### config.mk
export PLATFORM = sky130hd
export DESIGN_NAME = vga_timing_gen
export DESIGN_NICKNAME = d
export VERILOG_FILES = /design/src/rtl/vga_pkg.sv /design/src/rtl/vga_delay_line.sv /design/src/rtl/vga_timing_gen.sv
export SDC_FILE = /design/constraint.sdc
export NUM_CORES = 1
export LEC_CHECK = 0
export CAP_MARGIN = 15
export CELL_PAD_IN_SITES_DETAIL_PLACEMENT = 1
export CELL_PAD_IN_SITES_GLOBAL_PLACEMENT = 1
export CORE_UTILIZATION = 40
export CTS_CLUSTER_SIZE = 16
export DETAILED_ROUTE_END_ITERATION = 8
export PLACE_DENSITY_LB_ADDON = 0.1
export SLEW_MARGIN = 0
export SYNTH_ARGS = -nofsm -noshare
export SYNTH_HDL_FRONTEND = slang
export SYNTH_SLANG_ARGS = --single-unit
### constraint.sdc
create_clock -name clk -period 2.18 [get_ports clk]
set_clock_uncertainty 0.1 [all_clocks]
set_input_delay 0.218 -clock clk [delete_from_list [all_inputs] [get_ports clk]]
set_output_delay 0.218 -clock clk [all_outputs]
set_load 0.05 [all_outputs]
### src/rtl/vga_pkg.sv
// Shared types, default 640x480 timing, the runtime mode table and total-count helper
// for the VGA raster timing generator.
package vga_pkg;

    localparam int TW = 16;
    typedef logic [TW-1:0] tval_t;

    typedef struct packed {
        tval_t h_display;
        tval_t h_front;
        tval_t h_sync;
        tval_t h_back;
        tval_t v_display;
        tval_t v_front;
        tval_t v_sync;
        tval_t v_back;
        logic  hsync_pol;
        logic  vsync_pol;
    } timing_t;

    typedef struct packed {
        tval_t h_total;
        tval_t v_total;
    } totals_t;

    typedef enum logic [1:0] {
        MODE_640X480 = 2'd0,
        MODE_800X600 = 2'd1,
        MODE_RSVD2   = 2'd2,
        MODE_RSVD3   = 2'd3
    } mode_e;

    typedef enum logic {
        CFG_IDLE    = 1'b0,
        CFG_PENDING = 1'b1
    } cfg_state_e;

    localparam int DEF_H_DISPLAY = 640;
    localparam int DEF_H_FRONT   = 16;
    localparam int DEF_H_SYNC    = 96;
    localparam int DEF_H_BACK    = 48;
    localparam int DEF_V_DISPLAY = 480;
    localparam int DEF_V_FRONT   = 10;
    localparam int DEF_V_SYNC    = 2;
    localparam int DEF_V_BACK    = 33;

    localparam timing_t TIMING_640X480 = '{
        h_display: tval_t'(DEF_H_DISPLAY), h_front: tval_t'(DEF_H_FRONT),
        h_sync:    tval_t'(DEF_H_SYNC),    h_back:  tval_t'(DEF_H_BACK),
        v_display: tval_t'(DEF_V_DISPLAY), v_front: tval_t'(DEF_V_FRONT),
        v_sync:    tval_t'(DEF_V_SYNC),    v_back:  tval_t'(DEF_V_BACK),
        hsync_pol: 1'b0, vsync_pol: 1'b0
    };

    localparam timing_t TIMING_800X600 = '{
        h_display: 16'd800, h_front: 16'd40, h_sync: 16'd128, h_back: 16'd88,
        v_display: 16'd600, v_front: 16'd1,  v_sync: 16'd4,   v_back: 16'd23,
        hsync_pol: 1'b1, vsync_pol: 1'b1
    };

    // Reserved codes fall back to 640x480.
    localparam timing_t MODE_TABLE [4] = '{
        TIMING_640X480, TIMING_800X600, TIMING_640X480, TIMING_640X480
    };

    function automatic totals_t vga_totals(input timing_t t);
        totals_t r;
        r.h_total = t.h_display + t.h_front + t.h_sync + t.h_back;
        r.v_total = t.v_display + t.v_front + t.v_sync + t.v_back;
        return r;
    endfunction

endpackage

### src/rtl/vga_delay_line.sv
// Clock-enable gated shift register with a parametrised reset value; aligns the
// sync/video flags with the downstream pixel pipeline.
module vga_delay_line #(
    parameter int           W       = 3,
    parameter int           DEPTH   = 2,
    parameter logic [W-1:0] RST_VAL = '0
) (
    input  logic         clk,
    input  logic         reset_n,
    input  logic         ce,
    input  logic [W-1:0] d_i,
    output logic [W-1:0] q_o
);

    logic [W-1:0] tap [DEPTH+1];

    assign tap[0] = d_i;

    for (genvar gi = 0; gi < DEPTH; gi++) begin : g_stage
        logic [W-1:0] stage_q;

        always_ff @(posedge clk or negedge reset_n) begin
            if (!reset_n) begin
                stage_q <= RST_VAL;
            end else if (ce) begin
                stage_q <= tap[gi];
            end
        end

        assign tap[gi+1] = stage_q;
    end

    assign q_o = tap[DEPTH];

endmodule

### src/rtl/vga_timing_gen.sv
// Parametrised VGA raster timing generator with pixel clock-enable, delayed sync/video
// flags and line/frame strobes. Define VGA_RUNTIME_MODE_EN for run-time mode selection.
module vga_timing_gen
    import vga_pkg::*;
#(
    parameter int   H_DISPLAY = DEF_H_DISPLAY,
    parameter int   H_FRONT   = DEF_H_FRONT,
    parameter int   H_SYNC    = DEF_H_SYNC,
    parameter int   H_BACK    = DEF_H_BACK,
    parameter int   V_DISPLAY = DEF_V_DISPLAY,
    parameter int   V_FRONT   = DEF_V_FRONT,
    parameter int   V_SYNC    = DEF_V_SYNC,
    parameter int   V_BACK    = DEF_V_BACK,
    parameter logic HSYNC_POL = 1'b0,
    parameter logic VSYNC_POL = 1'b0,
    parameter int   CW        = 11,
    parameter int   PIPE_DLY  = 2
) (
    input  logic          clk,
    input  logic          reset_n,
    input  logic          ce,
    output logic [CW-1:0] x,
    output logic [CW-1:0] y,
    output logic          hsync,
    output logic          vsync,
    output logic          video_on,
    output logic          line_pulse,
    output logic          frame_pulse
`ifdef VGA_RUNTIME_MODE_EN
    ,
    input  logic          cfg_valid,
    input  logic [1:0]    cfg_mode,
    output logic          cfg_ready,
    output logic [1:0]    active_mode
`endif
);

    timing_t       tm;
    totals_t       tot;
    logic [CW-1:0] h_cnt_q, h_cnt_d;
    logic [CW-1:0] v_cnt_q, v_cnt_d;
    logic          line_pulse_q, line_pulse_d;
    logic          frame_pulse_q, frame_pulse_d;
    tval_t         h_ext, v_ext;
    logic          h_last, v_last;
    logic          h_active, v_active, video_act;
    logic          hs_win, vs_win;
    logic          hs0, vs0, vo0;
    logic [2:0]    pipe_q;

`ifdef VGA_RUNTIME_MODE_EN
    cfg_state_e cfg_state_q, cfg_state_d;
    logic [1:0] active_mode_q, active_mode_d;
    logic [1:0] pending_mode_q, pending_mode_d;

    localparam logic [2:0] PIPE_RST = {~TIMING_640X480.hsync_pol, ~TIMING_640X480.vsync_pol, 1'b0};

    assign tm = MODE_TABLE[active_mode_q];
`else
    localparam timing_t PARAM_TIMING = '{
        h_display: tval_t'(H_DISPLAY), h_front: tval_t'(H_FRONT),
        h_sync:    tval_t'(H_SYNC),    h_back:  tval_t'(H_BACK),
        v_display: tval_t'(V_DISPLAY), v_front: tval_t'(V_FRONT),
        v_sync:    tval_t'(V_SYNC),    v_back:  tval_t'(V_BACK),
        hsync_pol: HSYNC_POL, vsync_pol: VSYNC_POL
    };
    localparam logic [2:0] PIPE_RST = {~HSYNC_POL, ~VSYNC_POL, 1'b0};

    assign tm = PARAM_TIMING;
`endif

    assign tot    = vga_totals(tm);
    assign h_ext  = tval_t'(h_cnt_q);
    assign v_ext  = tval_t'(v_cnt_q);
    assign h_last = (h_ext == tot.h_total - tval_t'(1));
    assign v_last = (v_ext == tot.v_total - tval_t'(1));

    always_comb begin
        h_cnt_d       = h_cnt_q;
        v_cnt_d       = v_cnt_q;
        line_pulse_d  = 1'b0;
        frame_pulse_d = 1'b0;
        if (ce) begin
            line_pulse_d  = (h_cnt_q == '0);
            frame_pulse_d = (h_cnt_q == '0) && (v_cnt_q == '0);
            if (h_last) begin
                h_cnt_d = '0;
                v_cnt_d = v_last ? '0 : v_cnt_q + CW'(1);
            end else begin
                h_cnt_d = h_cnt_q + CW'(1);
            end
        end
    end

    always_ff @(posedge clk or negedge reset_n) begin
        if (!reset_n) begin
            h_cnt_q       <= '0;
            v_cnt_q       <= '0;
            line_pulse_q  <= 1'b0;
            frame_pulse_q <= 1'b0;
        end else begin
            h_cnt_q       <= h_cnt_d;
            v_cnt_q       <= v_cnt_d;
            line_pulse_q  <= line_pulse_d;
            frame_pulse_q <= frame_pulse_d;
        end
    end

    // Stage-0 decode straight from the counter registers.
    assign h_active  = (h_ext < tm.h_display);
    assign v_active  = (v_ext < tm.v_display);
    assign video_act = h_active && v_active;
    assign hs_win    = (h_ext >= tm.h_display + tm.h_front) &&
                       (h_ext <  tm.h_display + tm.h_front + tm.h_sync);
    assign vs_win    = (v_ext >= tm.v_display + tm.v_front) &&
                       (v_ext <  tm.v_display + tm.v_front + tm.v_sync);
    assign hs0       = hs_win ? tm.hsync_pol : ~tm.hsync_pol;
    assign vs0       = vs_win ? tm.vsync_pol : ~tm.vsync_pol;
    assign vo0       = video_act;

    vga_delay_line #(
        .W       (3),
        .DEPTH   (PIPE_DLY),
        .RST_VAL (PIPE_RST)
    ) u_delay (
        .clk     (clk),
        .reset_n (reset_n),
        .ce      (ce),
        .d_i     ({hs0, vs0, vo0}),
        .q_o     (pipe_q)
    );

    assign hsync       = pipe_q[2];
    assign vsync       = pipe_q[1];
    assign video_on    = pipe_q[0];
    assign x           = video_act ? h_cnt_q : '0;
    assign y           = video_act ? v_cnt_q : '0;
    assign line_pulse  = line_pulse_q;
    assign frame_pulse = frame_pulse_q;

`ifdef VGA_RUNTIME_MODE_EN
    // A pending mode only takes effect on the frame-wrap tick, so the running frame
    // always finishes with its original timing.
    always_comb begin
        cfg_state_d    = cfg_state_q;
        active_mode_d  = active_mode_q;
        pending_mode_d = pending_mode_q;
        case (cfg_state_q)
            CFG_IDLE: begin
                if (cfg_valid) begin
                    pending_mode_d = cfg_mode;
                    cfg_state_d    = CFG_PENDING;
                end
            end
            CFG_PENDING: begin
                if (ce && h_last && v_last) begin
                    active_mode_d = pending_mode_q;
                    cfg_state_d   = CFG_IDLE;
                end
            end
            default: cfg_state_d = CFG_IDLE;
        endcase
    end

    always_ff @(posedge clk or negedge reset_n) begin
        if (!reset_n) begin
            cfg_state_q    <= CFG_IDLE;
            active_mode_q  <= 2'd0;
            pending_mode_q <= 2'd0;
        end else begin
            cfg_state_q    <= cfg_state_d;
            active_mode_q  <= active_mode_d;
            pending_mode_q <= pending_mode_d;
        end
    end

    assign cfg_ready   = (cfg_state_q == CFG_IDLE);
    assign active_mode = active_mode_q;
`endif

endmodule

After elaboration in Yosys (flattened, before gate mapping)
Cells that the tools add are included.
{"block": "totals", "register_bits": 30, "latchBits": 0, "ramBits": 0, "mem_bits_ro": 0, "inputBits": 3, "out_inout_bits": 27, "elab_cells": 31, "memories": 0}
{"block": "classes", "addsub": 2, "mul": 0, "div_mod_pow": 0, "order_cmp": 6, "n_eq_ne": 2, "shifts": 0, "mux": 8, "bitwise": 0, "reduce_logical": 7}
{"op": "$mux W11", "count": 4}
{"op": "$add A11 B1 Y11 const B", "count": 2}
{"op": "$eq A11 B10 Y1 const B", "count": 2}
{"op": "$logic_not A11 Y1", "count": 2}
{"op": "$lt A11 B10 Y1 const B", "count": 2}
{"op": "$lt A11 B9 Y1 const B", "count": 2}
{"op": "$ge A11 B10 Y1 const B", "count": 1}
{"op": "$ge A11 B9 Y1 const B", "count": 1}
{"op": "$logic_and A1 B1 Y1", "count": 4}
{"op": "$mux W1", "count": 4}
{"op": "$reduce_and A2 Y1", "count": 1}

Depth between registers and ports, before layout
{"block": "depth", "word_depth": 3, "ltp_mapped": 7, "depth_no_buf": 6}

Cells and area by module
A second synthesis with hierarchy kept.
{"block": "unflattened", "cells_unflattened": 176, "area_unflattened_um2": 1686.6}
{"module": "vga_timing_gen", "n_inst": 1, "cells_per_inst": 163, "area_each_um2": 1430.1, "seq_area_each_um2": 600.6}
{"module": "vga_delay_line", "n_inst": 1, "cells_per_inst": 13, "area_each_um2": 256.5, "seq_area_each_um2": 155.1}

Least setup slack after synthesis
No wires, ideal clock.
{"block": "synth_timing", "kind": "register to register", "startpoint": "register h_cnt_q[7]", "endpoint": "register v_cnt_q[6]", "setup_ps": 127, "arrival_time_ps": 1724, "required_time_ps": 1953, "path_slack_ps": 228, "stages_incl_launch_ff": 6, "path_buffers": 1, "synth_period_minus_slack_ps": 1952, "path_cell_list": "dfrtp_1 buf_6 or4b_4 nor3_4 nand4_1 mux2_1"}
{"block": "synth_between", "elab_chain_cells": 2}
{"item": "start, declared", "line_no": "vga_timing_gen.sv:40", "source": "logic [CW-1:0] h_cnt_q, h_cnt_d;"}
{"item": "start signal, assigned", "line_no": "vga_timing_gen.sv:102", "source": "h_cnt_q <= h_cnt_d;"}
{"item": "$eq A11 B10 Y1", "line_no": "vga_timing_gen.sv:75", "source": "assign h_last = (h_ext == tot.h_total - tval_t'(1));"}
{"item": "$reduce_and A2 Y1 (no line)"}
{"item": "end signal, assigned", "line_no": "vga_timing_gen.sv:103", "source": "v_cnt_q <= v_cnt_d;"}
{"item": "end, declared", "line_no": "vga_timing_gen.sv:41", "source": "logic [CW-1:0] v_cnt_q, v_cnt_d;"}
Every way passes these cells.
A chain may end at the register's enable or synchronous reset.

Worst setup path in the final report
{"block": "layout_timing", "startpoint": "register v_cnt_q[6]", "endpoint": "output y[4]"}
{"block": "layout_between", "elab_chain_cells": 3}
{"item": "$lt A11 B9 Y1", "line_no": "vga_timing_gen.sv:111", "source": "assign v_active = (v_ext < tm.v_display);"}
{"item": "$logic_and A1 B1 Y1", "line_no": "vga_timing_gen.sv:112", "source": "assign video_act = h_active && v_active;"}
{"item": "$mux W11", "line_no": "vga_timing_gen.sv:137", "source": "assign y = video_act ? v_cnt_q : '0;"}
{"item": "end, declared", "line_no": "vga_timing_gen.sv:23", "source": "output logic [CW-1:0] y,"}
Every way passes these cells.

==> summary.txt <==
Outcome -> completed
Root Driver -> clkbuf_8
Area of the multi-input gates -> 892 sq um
Internal power -> 0.00119 W
Area delta synth->final -> 39.8%
Worst-path cell chain -> nand4_1, and3_1, buf_4, and2_1, buf_12
PwrDens -> 658 nW/um^2
Setup TNS -> 0 ps
Nets -> 225
Yosys reg bits -> 30
Clock network power share -> 44.2%
Sw power -> 0.000419 W
Cell variety after synth -> 47
Max transition margin -> 66.1%
Max stage delay on crit path -> 450 ps
Reg area -> 757 sq um
Syn Inst Count -> 179
Slowest cell on crit path -> dfrtp_1
Crit-path max FO -> 10
Actual slew at the worst max-slew pin -> 508 ps
Bufs on Longest Clock Path -> 2
Leak -> 1.10 nW
Peak VDD IR -> 0.443 mV
Worst reg2reg path startpoint -> h_cnt_q[7]$_DFFE_PN0P_
Worst-Skew Late Latency -> 290 ps
Sequential fraction of the synthesis area -> 43.2%
Syn Std Cell Area -> 1750 sq um
Fill count -> 467
Crit path DAT -> 1730 ps
Setup CP Type -> reg -> out
Post-route DRC -> 0
Core area -> 4090 sq um
# H-tree levels -> 2
Largest net degree at the start of global routing -> 31
Max Cap Viol -> 0
Vias in the first global route -> 1,591
Main synth FF type -> dfrtp_1
GP Congestion -> 0.864
WP data required -> 1860 ps
Post-synthesis async set-or-reset flop share -> 100%
FP Rows -> 23
Crit end category -> output pin
Sw frac -> 26.0%
Share of post-route cells with drive strength above 1 -> 25.7%
Combinational Power Share -> 15.3%
Routed Antenna Nets -> 0
Total CTS buffers -> 5
First-pass DRT Iterations -> 4
First-pass GRT wire length -> 8010 microns
Final Setup Violations -> 0
Flop-to-flop setup slack -> 200 ps
Drt total wl -> 4720 microns
Initial core utilization -> 42.8%
Unrepaired setup endpoints after global routing -> false
Diodes inserted -> 0
Final period util -> 93.8%
Post-synth EDFFs -> 0
Final Max Tran Viols -> 0
CTS tree -> done
Die height -> 68.2 microns
1st-iter DRT viols -> 102
Fin area -> 2450 sq um
FMAX -> 489 MHz
Port Buffers -> 26
Final Hold Fails -> 0
Overflow after GRT -> 0
Fin crit period -> 2050 ps
Initial antenna violation count -> 0
Synth Warn # -> 0
Reg clk slew, reported paths -> 70 ps
# IOs -> 30
Worst hold path type -> in -> async
Total number of vias -> 1,510
GRT Util Overall -> 24.0%
Avg WL per Cell -> 17.6 microns
Worst Reg-to-Reg Cells -> 4
Total Die Area -> 4640 sq um
Seq pwr share -> 40.6%
Avg Cell Area, Syn -> 9.78 sq um
Worst R2R End -> v_cnt_q[6]$_DFFE_PN0P_
Post-DR vias/cell -> 5.63
Placed cell area -> 2300 sq um
Sink Count -> 30
Post-DP HPWL -> 3360 microns
Worst Setup Start Kind -> flip-flop
Die W -> 68.2 microns
==> flip-flops by register name, summed over array words and instances, names as in the netlist <==
register	count
frame_pulse	1
h_cnt_q	11
line_pulse	1
u_delay.g_stage.stage_q	3
u_delay.q_o	3
v_cnt_q	11
==> Yosys cell counts (5+ instances only) <==
master   instances  area share (%)
dfrtp_1         26              37
and2_1          20             7.1
nor2_1          13             2.8
o21ai_0         11             3.1
inv_1            8             1.7
nor3_1           8             2.3
nand2_1          7             1.5
nand4_1          6             2.1
buf_4            5             2.1
ha_1             5             3.6
nand3_1          5             1.4
==> repair_timing <==
item	in CTS	in global routing
setup endpoints to repair	0	19
buffers inserted	0	0
hold endpoints to repair	0	0
hold buffers	0	0
gates resized for setup	0	1
==> final cells by class <==
type	count	share of cell area [%]
Clock inverter	2	2.45
Inverter	8	1.23
Tap cell	50	2.56
Multi-Input combinational cell	131	36.5
Clock buffer	6	3.37
Sequential cell	30	30.9
Timing Repair Buffer	41	23.0
==> cell usage in the layout, fill, tap and decap left out, types with 7 or more instances in the layout <==
| cell | netlist | final |
|---|---|---|
| o21ai_0 | 11 | 11 |
| nor3_1 | 8 | 8 |
| buf_4 | 5 | 15 |
| buf_12 | 0 | 19 |
| dfrtp_1 | 26 | 25 |
| nor2_1 | 13 | 13 |
| nand2_1 | 7 | 7 |
| inv_1 | 8 | 8 |
| and2_1 | 20 | 20 |
| clkdlybuf4s50_1 | 0 | 7 |
==> per-stage QoR <==
stage | worst slack [ps] | power [W] | std cells | hold WS [ps] | util, %
2_1_floorplan | 228 | 0.000814 | 181 | -178 | -
3_3_place_gp | 222 | 0.000888 | 260 | 375 | 56.4
3_5_place_dp | 137 | 0.000905 | 260 | 391 | 56.4
4_1_cts | 94.9 | 0.00162 | 268 | 242 | 59.9
5_1_grt | 32.1 | 0.00168 | 268 | 280 | 59.9
6_report | 135 | 0.00161 | 268 | 225 | 59.9
==> layer usage <==
layer | vias to the layer above | global-route usage [%] | routed length, microns
met1 | 775 | 29.5 | 2060
met4 | 0 | 7.29 | 59
met3 | 7 | 6.50 | 160
li1 | 695 | - | -
met5 | - | 0 | 0
met2 | 33 | 40.6 | 2440
==> worst max path at each step <==
stage / startpoint / endpoint / cells after the start
global placement: ce / v_cnt_q[2]$_DFFE_PN0P_ / 6
floorplan: h_cnt_q[7]$_DFFE_PN0P_ / v_cnt_q[6]$_DFFE_PN0P_ / 5
detailed placement: ce / v_cnt_q[6]$_DFFE_PN0P_ / 5
CTS: v_cnt_q[5]$_DFFE_PN0P_ / y[0] / 5
finish: v_cnt_q[6]$_DFFE_PN0P_ / y[4] / 5
global route: h_cnt_q[7]$_DFFE_PN0P_ / y[4] / 6
==> critical path, delay by kind of cell, from the launching register on <==
kind / cells / cell delay [ps]
buffers and inverters: 2 / 330
DFF: 1 / 450
and+or+nand+nor: 3 / 660
==> power by group through the flow <==
stage,Clock [W],Combinational [W],Sequential (W)
floorplan,0,0.000159,0.000656
global placement,0,0.000228,0.000660
detailed placement,0,0.000241,0.000664
CTS,0.000723,0.000248,0.000654
global route,0.000745,0.000271,0.000660
finish,0.000712,0.000246,0.000653
==> kinds of logic (layout without fill, tap and decap cells) <==
family	count (synthesis)	count (layout)	synth area share, %
simple gates	82	82	28.6
flops	30	30	43.2
compound gates	27	27	10.3
buf+inv	20	57	6.29
xor+xnor	7	7	3.50
mux	7	7	4.36
fa+ha+maj	5	5	3.57
other cells	1	3	0.214
(Power assumes the default switching activity.)
